==> src/rtl/traffic_timer.sv <==
// Timing and sensor front-end for the intersection light controller: seconds-rate prescaler,
// phase counters driven by light feedback, debounced/latched vehicle requests, conflict flag.
module traffic_timer #(
  parameter int unsigned TICK_DIV = 50_000_000,
  parameter int unsigned DEBOUNCE = 16
) (
  input  logic       clk,
  input  logic       rst,
  input  logic       NS_SENSOR,
  input  logic       EW_SENSOR,
  input  logic       NS_GREEN,
  input  logic       NS_YELLOW,
  input  logic       EW_GREEN,
  input  logic       EW_YELLOW,
  output logic [4:0] nsCounter,
  output logic [3:0] ewCounter,
  output logic [1:0] yellowCounter,
  output logic       NS_VEHICLE_DETECT,
  output logic       EW_VEHICLE_DETECT,
  output logic       tick,
  output logic       conflict
);

  localparam int unsigned PW = $clog2(TICK_DIV);
  localparam int unsigned DW = (DEBOUNCE > 1) ? $clog2(DEBOUNCE) : 1;
  localparam logic [PW-1:0] PresLast = PW'(TICK_DIV - 1);
  localparam logic [DW-1:0] DebLast  = DW'(DEBOUNCE - 1);

  // Prescaler
  logic [PW-1:0] presc_q, presc_d;
  logic          tick_q;
  logic          wrap;

  assign wrap    = (presc_q == PresLast);
  assign presc_d = wrap ? '0 : presc_q + 1'b1;

  always_ff @(posedge clk) begin
    if (rst) begin
      presc_q <= '0;
      tick_q  <= 1'b0;
    end else begin
      presc_q <= presc_d;
      tick_q  <= wrap;
    end
  end

  // Phase counters; counters advance on the wrap edge so the new value lines up with tick=1
  logic [4:0] ns_cnt_q, ns_cnt_d;
  logic [3:0] ew_cnt_q, ew_cnt_d;
  logic [1:0] yel_cnt_q, yel_cnt_d;
  logic       yel_on;

  assign yel_on = NS_YELLOW | EW_YELLOW;

  always_comb begin
    ns_cnt_d  = ns_cnt_q;
    ew_cnt_d  = ew_cnt_q;
    yel_cnt_d = yel_cnt_q;

    // NS wraps 31->0 on purpose so the controller re-evaluates the EW request
    if (!NS_GREEN) begin
      ns_cnt_d = '0;
    end else if (wrap) begin
      ns_cnt_d = ns_cnt_q + 5'd1;
    end

    if (!EW_GREEN) begin
      ew_cnt_d = '0;
    end else if (wrap && (ew_cnt_q != 4'd15)) begin
      ew_cnt_d = ew_cnt_q + 4'd1;
    end

    if (!yel_on) begin
      yel_cnt_d = '0;
    end else if (wrap && (yel_cnt_q != 2'd3)) begin
      yel_cnt_d = yel_cnt_q + 2'd1;
    end
  end

  always_ff @(posedge clk) begin
    if (rst) begin
      ns_cnt_q  <= '0;
      ew_cnt_q  <= '0;
      yel_cnt_q <= '0;
    end else begin
      ns_cnt_q  <= ns_cnt_d;
      ew_cnt_q  <= ew_cnt_d;
      yel_cnt_q <= yel_cnt_d;
    end
  end

  // Sensor path: index 0 is NS, index 1 is EW
  logic [1:0]         raw;
  logic [1:0]         served;
  logic [1:0]         sync1_q, sync2_q;
  logic [1:0]         level_q, level_d;
  logic [1:0][DW-1:0] deb_cnt_q, deb_cnt_d;
  logic [1:0]         detect_q, detect_d;

  assign raw    = {EW_SENSOR, NS_SENSOR};
  assign served = {EW_GREEN, NS_GREEN};

  always_comb begin
    level_d   = level_q;
    deb_cnt_d = '0;
    detect_d  = detect_q;
    for (int i = 0; i < 2; i++) begin
      if (sync2_q[i] != level_q[i]) begin
        if (deb_cnt_q[i] == DebLast) begin
          level_d[i] = ~level_q[i];
        end else begin
          deb_cnt_d[i] = deb_cnt_q[i] + 1'b1;
        end
      end
      // Serving the phase wins over a simultaneous new request
      if (served[i]) begin
        detect_d[i] = 1'b0;
      end else if (level_q[i]) begin
        detect_d[i] = 1'b1;
      end
    end
  end

  always_ff @(posedge clk) begin
    if (rst) begin
      sync1_q   <= '0;
      sync2_q   <= '0;
      level_q   <= '0;
      deb_cnt_q <= '0;
      detect_q  <= '0;
    end else begin
      sync1_q   <= raw;
      sync2_q   <= sync1_q;
      level_q   <= level_d;
      deb_cnt_q <= deb_cnt_d;
      detect_q  <= detect_d;
    end
  end

  // Conflict flag
  logic conflict_q, conflict_d;

  assign conflict_d = conflict_q | (NS_GREEN & EW_GREEN) | (NS_YELLOW & EW_YELLOW) |
                      (NS_GREEN & NS_YELLOW) | (EW_GREEN & EW_YELLOW);

  always_ff @(posedge clk) begin
    if (rst) begin
      conflict_q <= 1'b0;
    end else begin
      conflict_q <= conflict_d;
    end
  end

  assign nsCounter         = ns_cnt_q;
  assign ewCounter         = ew_cnt_q;
  assign yellowCounter     = yel_cnt_q;
  assign NS_VEHICLE_DETECT = detect_q[0];
  assign EW_VEHICLE_DETECT = detect_q[1];
  assign tick              = tick_q;
  assign conflict          = conflict_q;

endmodule

==> config.mk <==
export PLATFORM = sky130hd
export DESIGN_NAME = traffic_timer
export DESIGN_NICKNAME = d
export VERILOG_FILES = /design/src/rtl/traffic_timer.sv
export SDC_FILE = /design/constraint.sdc
export NUM_CORES = 1
export LEC_CHECK = 0
export ABC_AREA = 1
export CAP_MARGIN = 10
export CORE_MARGIN = 3
export CORE_UTILIZATION = 45
export CTS_BUF_LIST = sky130_fd_sc_hd__clkbuf_2 sky130_fd_sc_hd__clkbuf_4 sky130_fd_sc_hd__clkbuf_8
export CTS_CLUSTER_DIAMETER = 200
export CTS_CLUSTER_SIZE = 28
export DETAILED_ROUTE_END_ITERATION = 8
export PLACE_DENSITY = 0.67
export SYNTH_ARGS = -nofsm -noshare
export SYNTH_HDL_FRONTEND = slang
export SYNTH_SLANG_ARGS = --single-unit
export TNS_END_PERCENT = 50
==> constraint.sdc <==
create_clock -name clk -period 1.5 [get_ports clk]
set_input_delay 0.225 -clock clk [delete_from_list [all_inputs] [get_ports clk]]
set_output_delay 0.225 -clock clk [all_outputs]
set_load 0.02 [all_outputs]
# [Word-level counts from Yosys, hierarchy flattened]
# Index checks and enable logic that the tools add are counted.
[totals] reg_bits=55 output_inout_bits=15
[op_classes] n_addsub=6 n_eq_ne=7 n_bitwise=16 reduce_logical=12
[ops] op="$add 26x1->26 const B" count=1
[ops] op="$eq 26x26->1 const B" count=1
[ops] op="$add 4x1->4 const B" count=3
[ops] op="$reduce_or 2->1" count=6
[ops] op="$eq 4x4->1 const B" count=2
[ops] op="$not 1->1" count=7
[ops] op="$reduce_or 3->1" count=2
[ops] op="$add 5x1->5 const B" count=1
[ops] op="$or 1x1->1" count=5
[ops] op="$and 1x1->1" count=4
[ops] op="$ne 4x4->1 const B" count=1
[ops] op="$reduce_and 2->1" count=2
[ops] op="$add 2x1->2 const B" count=1
[ops] op="$logic_and 1x1->1" count=2
[ops] op="$ne 1x1->1" count=2
[ops] op="$ne 2x2->1 const B" count=1

# [Depth between registers and ports, before layout]
[depth] word_depth=5 depth_mapped=10

# [Worst setup path before layout]
# No wires, ideal clock.
[synth_path] kind="register to register" from="register presc_q[0]" to="register presc_q[20]" setup_ns=0.116 arrival_time_ns=1.379 path_slack_ns=0.005 stages_incl_launch_ff=10 n_path_buf=1 synth_period_minus_slack_ns=1.495 cell_sequence="dfxtp_1 > ha_1 > nand2_1 > nor2_2 > nand2_2 > nor2_4 > nand2_4 > nand2_8 > buf_12 > a21oi_1"
[synth_via] elab_chain_len=2 elab_cells_between_ends=3 classes_between="1 x add/sub; 1 x eq/ne; 1 x reduce/logical"
[synth_rtl] element="start: declaration" line="30" text="logic [PW-1:0] presc_q, presc_d;"
[synth_rtl] element="start signal: assignment" line="42" text="presc_q <= presc_d;"
[synth_rtl] element="parallel branches: the longest is 2 deep, another holds $add 26x1->26"
# Several ways; the timed one is not identified.
# A chain may end at the register's enable or synchronous reset.

# [Final worst setup path]
[layout_path] from="register presc_q[0]" to="register ew_cnt_q[1] (netlist: ewCounter[1])"
[layout_via] elab_chain_len=2
[layout_rtl] element="$eq 26x26->1" line="34" text="assign wrap = (presc_q == PresLast);"
[layout_rtl] element="$logic_and 1x1->1" line="69" text="end else if (wrap && (ew_cnt_q != 4'd15)) begin"
[layout_rtl] element="end signal: assignment" line="87" text="ew_cnt_q <= ew_cnt_d;"
[layout_rtl] element="end: declaration" line="49" text="logic [3:0] ew_cnt_q, ew_cnt_d;"
# No other way between the ends.

==> impl_metrics.json <==
{
  "outcome": "finished clean",
  "antenna_found_initial": 0,
  "design.core.area_sq_um": 5710,
  "fp.dieW_um": 84.0,
  "layout.cell_area.non_filler_sq_um": 3440,
  "critical_register_to_register_path_startpoint": "presc_q[0]",
  "detail_route.iter0.violations": 107,
  "gr-total-overflow": 0,
  "globalRouteTotalUtil_pct": 17.4,
  "power_density_nw_per_um2": 719,
  "detailed_place.area_sq_um": 3240,
  "worst_hold_path.num_cells": 3,
  "drcViolationCount": 0,
  "design.portCount": 23,
  "comb_power_share_pct": 4.7,
  "grt_pass1_vias": 2270,
  "crit_path_max_fanout": 5,
  "post_synth.cell_area_avg_sq_um": 7.06,
  "number_of_antenna_repair_diodes": 0,
  "numCtsBuffers": 5,
  "htree_num_levels": 2,
  "syn-instance-count": 388,
  "drt.antenna.violating_nets": 0,
  "fin_setup_tns_ns": 0,
  "p_sw_share_pct": 24.1,
  "instances_no_fill": 518,
  "yosys_warnings": 0,
  "start_kind": "register",
  "tightestPinTransition_ns": 0.333,
  "worstPathRequired_ns": 1.76,
  "mappedNetlistNets": 402,
  "cts.path.max_buffers": 2,
  "count_of_flip_flops_with_a_built_in_enable_after_synthesis": 0,
  "gpl.final_weighted_congestion": 0.876,
  "synth_largest_area_cell": "dfxtp_1",
  "synth.distinct_cells": 30,
  "yosys-top-cells-area": "dfxtp_1 40%, nand2_1 12%, nor2_1 12%",
  "detailedPlacementHpwl_um": 4620,
  "hold_path_class": "in -> reg",
  "fmax_ghz": 0.691,
  "hold-path-endpoint": "sync1_q[1]",
  "worst_r2r_path_depth": 10,
  "grt.met3_usage_pct": 3.55,
  "wl_per_cell_um": 11.8,
  "die-area_sq_um": 7060,
  "synth_most_common_cell": "nand2_1",
  "reg2reg_setup_slack_ns": 0.05,
  "grt_first_pass_wirelength_um": 10000,
  "global_route.peak_usage_layer": "met2",
  "power.static_leakage_nw": 1.39,
  "yosysTopAreaCellShare_pct": 40.2,
  "drt_pass1_iterations": 4,
  "synth-seq-area-share_pct": 40.2,
  "cell_internal_pwr_mw": 1.88,
  "numClockSinks": 55,
  "gr-usage-met2_pct": 29.4,
  "worst-setup-path-type": "reg -> reg",
  "clockPowerShare_pct": 35.1,
  "synth.cell_area_sq_um": 2740,
  "cp-startpoint": "presc_q[0]",
  "globalRouteMet1Util_pct": 22.0,
  "synth.top_cells.by_count": "89 x nand2_1, 84 x nor2_1, 55 x dfxtp_1",
  "final-max-slew-violation-count": 0,
  "netSwitchingPower_mw": 0.597,
  "post_drt_via_cell_ratio": 4.89,
  "grt_max_degree": 27,
  "finalHoldViolCount": 0,
  "layout_min_cycle_time_ns": 1.45,
  "tritoncts": "yes",
  "worst_setup_hold_path_clk_slew_ns": 0.11,
  "clk_latency_ns": 0.32,
  "worstSetupEndpointType": "register",
  "placedCellCount": 506,
  "origin_of_the_worst_min_delay_path": "EW_SENSOR",
  "synth-async-reset-ratio_pct": 0,
  "primary_flip_flop_cell_chosen_by_synthesis_mapping": "dfxtp_1",
  "worst_r2r_endpoint": "ewCounter[1]",
  "fp-row-count": 27,
  "sequentialPowerShare_pct": 60.1,
  "synthToLayoutAreaGrowth_pct": 25.7,
  "wl_um": 6140,
  "chipHeight_um": 84.0,
  "final_layout_size_suffix_gt1_share_pct": 18.6,
  "period_utilisation_layout_pct": 96.4,
  "peakVddDrop_v": 0.000466,
  "max_slew_margin_pct": 77.7,
  "vias": 2533,
  "nNetsFinal": 459,
  "setup_violations": 0,
  "ctsRootBufferMaster": "clkbuf_8",
  "initial_utilization_pct": 48.0,
  "synth.ff_latch_count": 55,
  "buffer_ports.inserted": 22,
  "worst_ep_arrival_time_ns": 1.71,
  "rsz_0062_raised_after_global_routing": "true",
  "finClkSkew_ns": 0.0134,
  "cap_viol_max_count": 0
}
## cell usage in the layout (no fill, tap or decap), types with 9 or more instances in the layout
| cell type | Yosys | layout |
|---|---|---|
| dlygate4sd2_1 | 0 | 14 |
| xor2_1 | 9 | 9 |
| inv_1 | 44 | 43 |
| a21oi_1 | 16 | 16 |
| dfxtp_1 | 55 | 50 |
| nor2_2 | 7 | 10 |
| buf_4 | 1 | 29 |
| nand2_1 | 89 | 86 |
| nand3_1 | 23 | 22 |
| nor2_1 | 84 | 79 |
## layer usage
metal | routed length [um] | share of wire (%)
met1 | 2950 | 48
met2 | 2880 | 47
met3 | 209 | 3.4
met4 | 99 | 1.6
met5 | 0 | 0
## registers in the layout, indices dropped and copies added (netlist names)
name	flops
ewCounter	4
level_q	2
nsCounter	5
tick	1
presc_q	26
sync1_q	2
deb_cnt_q	8
conflict	1
sync2_q	2
yellowCounter	2
detect_q	2
## cells by family (layout without fill, tap and decap cells)
group	after synthesis	in the layout	synth area share, %
fa+ha+maj	6	6	2.74
xor+xnor	16	16	5.12
simple gates	233	234	37.7
compound gates	30	30	6.67
buf+inv	48	105	7.59
flops	55	55	40.2
## stage by stage
stage / utilization, % / worst slack (ns) / total power [mW] / hold WS [ns]
finish: 60.3 / 0.0533 / 2.47 / 0.408
global route: 60.3 / -0.0530 / 2.57 / 0.437
CTS: 58.7 / -0.00740 / 2.51 / 0.397
detailed placement: 56.8 / -0.0316 / 1.62 / 0.398
global placement: 56.8 / 0.0190 / 1.62 / 0.391
floorplan: - / 0.00543 / 1.57 / 0.304
## how the worst max path moves through the flow
stage	cells past startpoint	slack, ns	endpoint
2_1_floorplan	9	0.005	presc_q[20]
3_3_place_gp	8	0.02	presc_q[2]
3_5_place_dp	8	-0.03	presc_q[10]
4_1_cts	10	-0.007	ewCounter[2]
5_1_grt	10	-0.05	ewCounter[1]
6_report	10	0.05	ewCounter[1]
## power by group through the flow
| stage | Clock [mW] | Combinational (mW) | Sequential (mW) |
|---|---|---|---|
| 2_1_floorplan | 0 | 0.0549 | 1.52 |
| 3_3_place_gp | 0 | 0.106 | 1.52 |
| 3_5_place_dp | 0 | 0.108 | 1.52 |
| 4_1_cts | 0.911 | 0.110 | 1.49 |
| 5_1_grt | 0.952 | 0.132 | 1.49 |
| 6_report | 0.869 | 0.117 | 1.49 |
## area by class of cell
type | instances | area, sq um
Fill cell | 534 | 2270
Multi-Input combinational cell | 286 | 1520
Sequential cell | 55 | 1110
Timing Repair Buffer | 53 | 463
Inverter | 44 | 165
Tap cell | 72 | 90.1
Clock buffer | 5 | 68.8
Clock inverter | 3 | 26.3
## critical path, cell delays in order, from the launching register on
cell,delay [ns]
dfxtp_2,0.37
ha_4,0.15
nand2_4,0.05
nor2_4,0.12
nand2_2,0.09
nor2_4,0.18
buf_12,0.14
nand3b_4,0.08
nand2_1,0.08
nand2_1,0.05
nor2_1,0.08
## timing repair
| action | in CTS | in global routing |
|---|---|---|
| pin swaps | 6 | 12 |
| setup buffers | 0 | 3 |
| setup endpoints to repair | 46 | 38 |
| hold buffers | 0 | 0 |
| gates resized for setup | 22 | 17 |
| cloned | 0 | 1 |
(Power assumes the default switching activity.)
